**config.mk**
```make
export PLATFORM = sky130hd
export DESIGN_NAME = multicycle_controller
export DESIGN_NICKNAME = d
export VERILOG_FILES = /design/src/rtl/multicycle_controller.sv
export SDC_FILE = /design/constraint.sdc
export NUM_CORES = 1
export LEC_CHECK = 0
export BUFFER_PORTS_ARGS = -buffer_cell sky130_fd_sc_hd__buf_4
export CAP_MARGIN = 20
export CORE_MARGIN = 3
export CORE_UTILIZATION = 30
export DETAILED_ROUTE_END_ITERATION = 10
export PLACE_DENSITY = 0.59
export SETUP_SLACK_MARGIN = 0.02
export SYNTH_ARGS = -nofsm -noshare
export SYNTH_HDL_FRONTEND = slang
export SYNTH_SLANG_ARGS = --single-unit
```
**constraint.sdc**
```tcl
create_clock -name clk -period 4.8 [get_ports clk]
set_clock_uncertainty 0.15 [all_clocks]
set_input_delay 0.48 -clock clk [delete_from_list [all_inputs] [get_ports clk]]
set_output_delay 0.48 -clock clk [all_outputs]
set_load 0.02 [all_outputs]
```
**src/rtl/multicycle_controller.sv**
```systemverilog
// Multicycle ARM-subset control unit: Moore FSM, ALU decoder, condition check and NZCV flags.
// Write enables are gated by the condition; the state sequence does not depend on it.
module multicycle_controller (
  input  logic       clk,
  input  logic       reset_n,
  input  logic [1:0] Op,
  input  logic [5:0] Funct,
  input  logic [3:0] Rd,
  input  logic [3:0] Cond,
  input  logic [3:0] ALUFlags,
  input  logic       MemReady,
  output logic       PCWrite,
  output logic       AdrSrc,
  output logic       MemWrite,
  output logic       IRWrite,
  output logic [1:0] ResultSrc,
  output logic       ALUSrcA,
  output logic [1:0] ALUSrcB,
  output logic [1:0] ImmSrc,
  output logic [1:0] RegSrc,
  output logic       RegWrite,
  output logic [1:0] ALUControl,
  output logic [3:0] Flags,
  output logic [3:0] State
);

  typedef enum logic [3:0] {
    FETCH    = 4'd0,
    DECODE   = 4'd1,
    MEMADR   = 4'd2,
    MEMREAD  = 4'd3,
    MEMWB    = 4'd4,
    MEMWRITE = 4'd5,
    EXECUTER = 4'd6,
    EXECUTEI = 4'd7,
    ALUWB    = 4'd8,
    BRANCH   = 4'd9
  } state_t;

  state_t     state, next_state;
  logic [3:0] flags;
  logic       next_pc, branch, reg_w, mem_w, alu_op, cond_ex;
  logic       n_f, z_f, c_f, v_f;

  always_ff @(posedge clk or negedge reset_n) begin
    if (!reset_n) state <= FETCH;
    else          state <= next_state;
  end

  always_comb begin
    next_state = FETCH;
    next_pc    = 1'b0;
    branch     = 1'b0;
    reg_w      = 1'b0;
    mem_w      = 1'b0;
    alu_op     = 1'b0;
    IRWrite    = 1'b0;
    AdrSrc     = 1'b0;
    ALUSrcA    = 1'b0;
    ALUSrcB    = 2'b00;
    ResultSrc  = 2'b00;
    case (state)
      FETCH: begin
        next_state = MemReady ? DECODE : FETCH;
        ALUSrcA    = 1'b1;
        ALUSrcB    = 2'b10;
        ResultSrc  = 2'b10;
        IRWrite    = MemReady;
        next_pc    = MemReady;
      end
      DECODE: begin
        case (Op)
          2'b00:   next_state = Funct[5] ? EXECUTEI : EXECUTER;
          2'b01:   next_state = MEMADR;
          2'b10:   next_state = BRANCH;
          default: next_state = FETCH;
        endcase
        ALUSrcA   = 1'b1;
        ALUSrcB   = 2'b10;
        ResultSrc = 2'b10;
      end
      MEMADR: begin
        next_state = Funct[0] ? MEMREAD : MEMWRITE;
        ALUSrcB    = 2'b01;
      end
      MEMREAD: begin
        next_state = MemReady ? MEMWB : MEMREAD;
        AdrSrc     = 1'b1;
      end
      MEMWRITE: begin
        next_state = MemReady ? FETCH : MEMWRITE;
        AdrSrc     = 1'b1;
        mem_w      = 1'b1;
      end
      MEMWB: begin
        ResultSrc = 2'b01;
        reg_w     = 1'b1;
      end
      EXECUTER: begin
        next_state = ALUWB;
        alu_op     = 1'b1;
      end
      EXECUTEI: begin
        next_state = ALUWB;
        ALUSrcB    = 2'b01;
        alu_op     = 1'b1;
      end
      ALUWB: reg_w = 1'b1;
      BRANCH: begin
        ALUSrcB   = 2'b01;
        ResultSrc = 2'b10;
        branch    = 1'b1;
      end
      default: next_state = FETCH;
    endcase
  end

  always_comb begin
    ALUControl = 2'b00;
    if (alu_op) begin
      case (Funct[4:1])
        4'b0100: ALUControl = 2'b00;
        4'b0010: ALUControl = 2'b01;
        4'b0000: ALUControl = 2'b10;
        4'b1100: ALUControl = 2'b11;
        default: ALUControl = 2'b10;
      endcase
    end
  end

  assign {n_f, z_f, c_f, v_f} = flags;

  always_comb begin
    cond_ex = 1'b0;
    case (Cond)
      4'b0000: cond_ex = z_f;
      4'b0001: cond_ex = ~z_f;
      4'b0010: cond_ex = c_f;
      4'b0011: cond_ex = ~c_f;
      4'b0100: cond_ex = n_f;
      4'b0101: cond_ex = ~n_f;
      4'b0110: cond_ex = v_f;
      4'b0111: cond_ex = ~v_f;
      4'b1000: cond_ex = c_f & ~z_f;
      4'b1001: cond_ex = ~(c_f & ~z_f);
      4'b1010: cond_ex = (n_f == v_f);
      4'b1011: cond_ex = (n_f != v_f);
      4'b1100: cond_ex = ~z_f & (n_f == v_f);
      4'b1101: cond_ex = z_f | (n_f != v_f);
      4'b1110: cond_ex = 1'b1;
      default: cond_ex = 1'b0;
    endcase
  end

  // Logic ops (AND/ORR) leave C and V untouched.
  always_ff @(posedge clk or negedge reset_n) begin
    if (!reset_n) begin
      flags <= 4'b0000;
    end else if (alu_op & Funct[0] & cond_ex) begin
      flags[3:2] <= ALUFlags[3:2];
      if (!ALUControl[1]) flags[1:0] <= ALUFlags[1:0];
    end
  end

  assign RegWrite = reg_w & cond_ex;
  assign MemWrite = mem_w & cond_ex;
  assign PCWrite  = next_pc | (cond_ex & (branch | (reg_w & (Rd == 4'b1111))));
  assign ImmSrc   = Op;
  assign RegSrc   = {Op == 2'b01, Op == 2'b10};
  assign Flags    = flags;
  assign State    = state;

endmodule
```
==> run_results.csv <==
group,metric,value,unit
clock_tree,cts_root_buffer,"clkbuf_4",
power_and_ir_drop,p_comb_frac,0.655,
clock_tree,h-tree-depth,1,
synthesis,synth_cells,104,
timing,slew_violations,0,
timing,finalHoldViolations,0,
final_layout,stdcell_count,175,
power_and_ir_drop,peakVddDrop,308,uV
final_layout,nNetsFinal,172,
synthesis,synth.yosys.seq_area_share,0.254,
synthesis,syn_avg_cell_area,7.58,sq um
placed_design,port_buffers,46,
synthesis,synth_nets,127,
grt,grt_use_total,0.144,
synthesis,synth_edf_count,0,
power_and_ir_drop,leakagePower,0.546,nW
worst_setup_path,cp_max_fo,5,
routing,drt-wirelength-per-cell,13.7,um
placed_design,dp_cells,171,
synthesis,ys_top_cells_by_area,"dfrtp_1, mux2_1, nor2_1",
synthesis,synth_common_cells,"nor2_1, dfrtp_1, nor3_1, a21oi_1, inv_1",
grt,overflow,0,
routing,num_vias,963,
floorplanning,num_rows,17,
hold_path,hp-start,"ALUFlags[3]",
synthesis,synth_top_area_cell,"dfrtp_1",
synthesis,yosysWarnings,0,
worst_setup_path,r2r_start,"Flags[3]",
hold_path,hp-class,"input pin to register",
timing,setup_viol,0,
routing,dr.pass1.iters,4,
worst_setup_path,crit_start,"Flags[3]",
synthesis,ys_types,40,
grt,antenna_found_initial,0,
floorplanning,core,2340,sq um
power_and_ir_drop,powerDensity,500,nW/um^2
floorplanning,start_util,0.337,
power_and_ir_drop,switching_power,294,uW
worst_setup_path,setup.worst_path.class,"register to output pin",
grt,grt_pass1_wl,3940,um
power_and_ir_drop,seq_power_share,0.258,
timing,rsz0062_at_grt,"false",
routing,drtAntennaViolNets,0,
clock_tree,cts.clk_slew.worst_paths,50,ps
placed_design,dp.final_hpwl,1940,um
final_layout,area.growth.synth_to_final,47.9,%
floorplanning,io_pins,47,
synthesis,async_flop_share,1.00,
worst_setup_path,end_kind,"output pin",
synthesis,synth_top_cell_area_share,0.254,
clock_tree,cts_sinks,8,
routing,drtIter0Drc,17,
clock_tree,post_cts_resized,0,
clock_tree,cts_tree,"done",
grt,grt_max_degree,14,
routing,wirelength,2410,um
clock_tree,cts_hold_buf,1,
synthesis,yosysMostFrequentCell,"nor2_1",
timing,tns,0,ps
clock_tree,worst_skew_pair.late_latency,250,ps
synthesis,synthFlopType,"dfrtp_1",
routing,drc_errors,0,
floorplanning,die_w,57.3,um
final_layout,diodes,0,
timing,fin_hold_ws,297,ps
timing,setup_slack,1960,ps
worst_setup_path,cp.required,4170,ps
synthesis,ys_seq_elements,8,
floorplanning,die_h,57.3,um
floorplanning,dieArea,3280,sq um
timing,post-route-min-period,2840,ps
clock_tree,post_cts_buffers,0,
worst_setup_path,startpoint_type,"register",
timing,finalCritPeriodShare,0.591,
power_and_ir_drop,p_clk_frac,0.087,
final_layout,drive_above_1_share,0.374,
grt,grt_pass1_vias,938,
placed_design,place_congestion,0.905,
power_and_ir_drop,internal_power,290,uW
timing,worstMarginPinSlew,423,ps
power_and_ir_drop,switching_share,0.503,
timing,fmax,0.352,GHz
synthesis,syn_area,788,sq um
routing,viasPerCell,5.50,
clock_tree,numCtsBuffers,3,
placed_design,pre_cts_slack,2080,ps
worst_setup_path,worstPathArrival,2210,ps
run,maxCapViolCount,0,
run_status,outcome,"completed",
clock_tree,clockBufferDepth,2,
timing,slew_headroom,0.714,
==> worst paths after layout <==
check	end	slack [ps]	cells past startpoint
hold reg to reg	Flags[1]	410	1
hold / removal	Flags[3]	300	2
min in group asynchronous	State[2]	430	2
setup / recovery	RegWrite	1960	6
setup reg to reg	Flags[0]	2580	5
max in group asynchronous	Flags[1]	3940	2
==> cell type report <==
class | count | area (sq um)
multi-input combinational | 82 | 527
timing repair buffer | 47 | 355
fill | 251 | 1170
inverter | 7 | 26.3
tap | 28 | 35.0
clock buffer | 3 | 22.5
sequential | 8 | 200
==> layer usage <==
layer | track usage | share of wire | vias to the layer above
met5 | 0 | 0 | -
met4 | 0.0364 | 0.015 | 0
met3 | 0.0407 | 0.064 | 6
met2 | 0.253 | 0.49 | 40
met1 | 0.172 | 0.44 | 446
li1 | - | - | 471
==> registers in the layout, indices dropped and copies added, names as in the netlist <==
signal  count
Flags       4
State       4
==> power groups by stage <==
| stage | Sequential, mW | Combinational (mW) | Clock (mW) |
|---|---|---|---|
| after floorplan | 0.140 | 0.236 | 0 |
| after global placement | 0.150 | 0.380 | 0 |
| after detailed placement | 0.151 | 0.383 | 0 |
| after CTS | 0.150 | 0.385 | 0.0509 |
| after global routing | 0.157 | 0.415 | 0.0569 |
| final | 0.150 | 0.383 | 0.0506 |
==> kinds of logic after synthesis <==
| family | count (synthesis) | share of synthesized area |
|---|---|---|
| AND/OR/NAND/NOR | 45 | 0.310 |
| AO/OA/AOI/OAI | 27 | 0.235 |
| buffers and inverters | 14 | 0.0778 |
| flip-flops | 8 | 0.254 |
| XOR/XNOR | 6 | 0.0667 |
| multiplexers | 4 | 0.0571 |
==> stage by stage <==
| step | utilization | instance area [sq um] | total power, mW |
|---|---|---|---|
| floorplan | - | 788 | 0.376 |
| global placement | 0.484 | 1130 | 0.531 |
| detailed placement | 0.484 | 1130 | 0.534 |
| CTS | 0.498 | 1170 | 0.586 |
| global route | 0.498 | 1170 | 0.628 |
| finish | 0.498 | 1170 | 0.584 |
==> critical path, cell delays in order, from the launching register on <==
cell	delay [ps]
dfrtp_1	450
xnor2_1	170
a2111oi_0	410
o21ai_0	230
and3_2	280
nor4_1	230
buf_4	190
==> cells in the final DEF (no fill, tap or decap), types with 2 or more instances in the layout <==
cell / n
o22ai_1: 4
xnor2_1: 4
nor3_1: 8
a31oi_1: 4
nor2b_1: 2
nand4_1: 2
nand2_1: 6
mux2_1: 4
buf_4: 46
o21ai_0: 2
xor2_1: 2
dfrtp_1: 8
inv_1: 7
nor2_1: 12
nand2b_1: 2
and2b_2: 2
clkbuf_4: 3
a21oi_1: 7
Note: power is estimated with default switching activity, not from simulation.
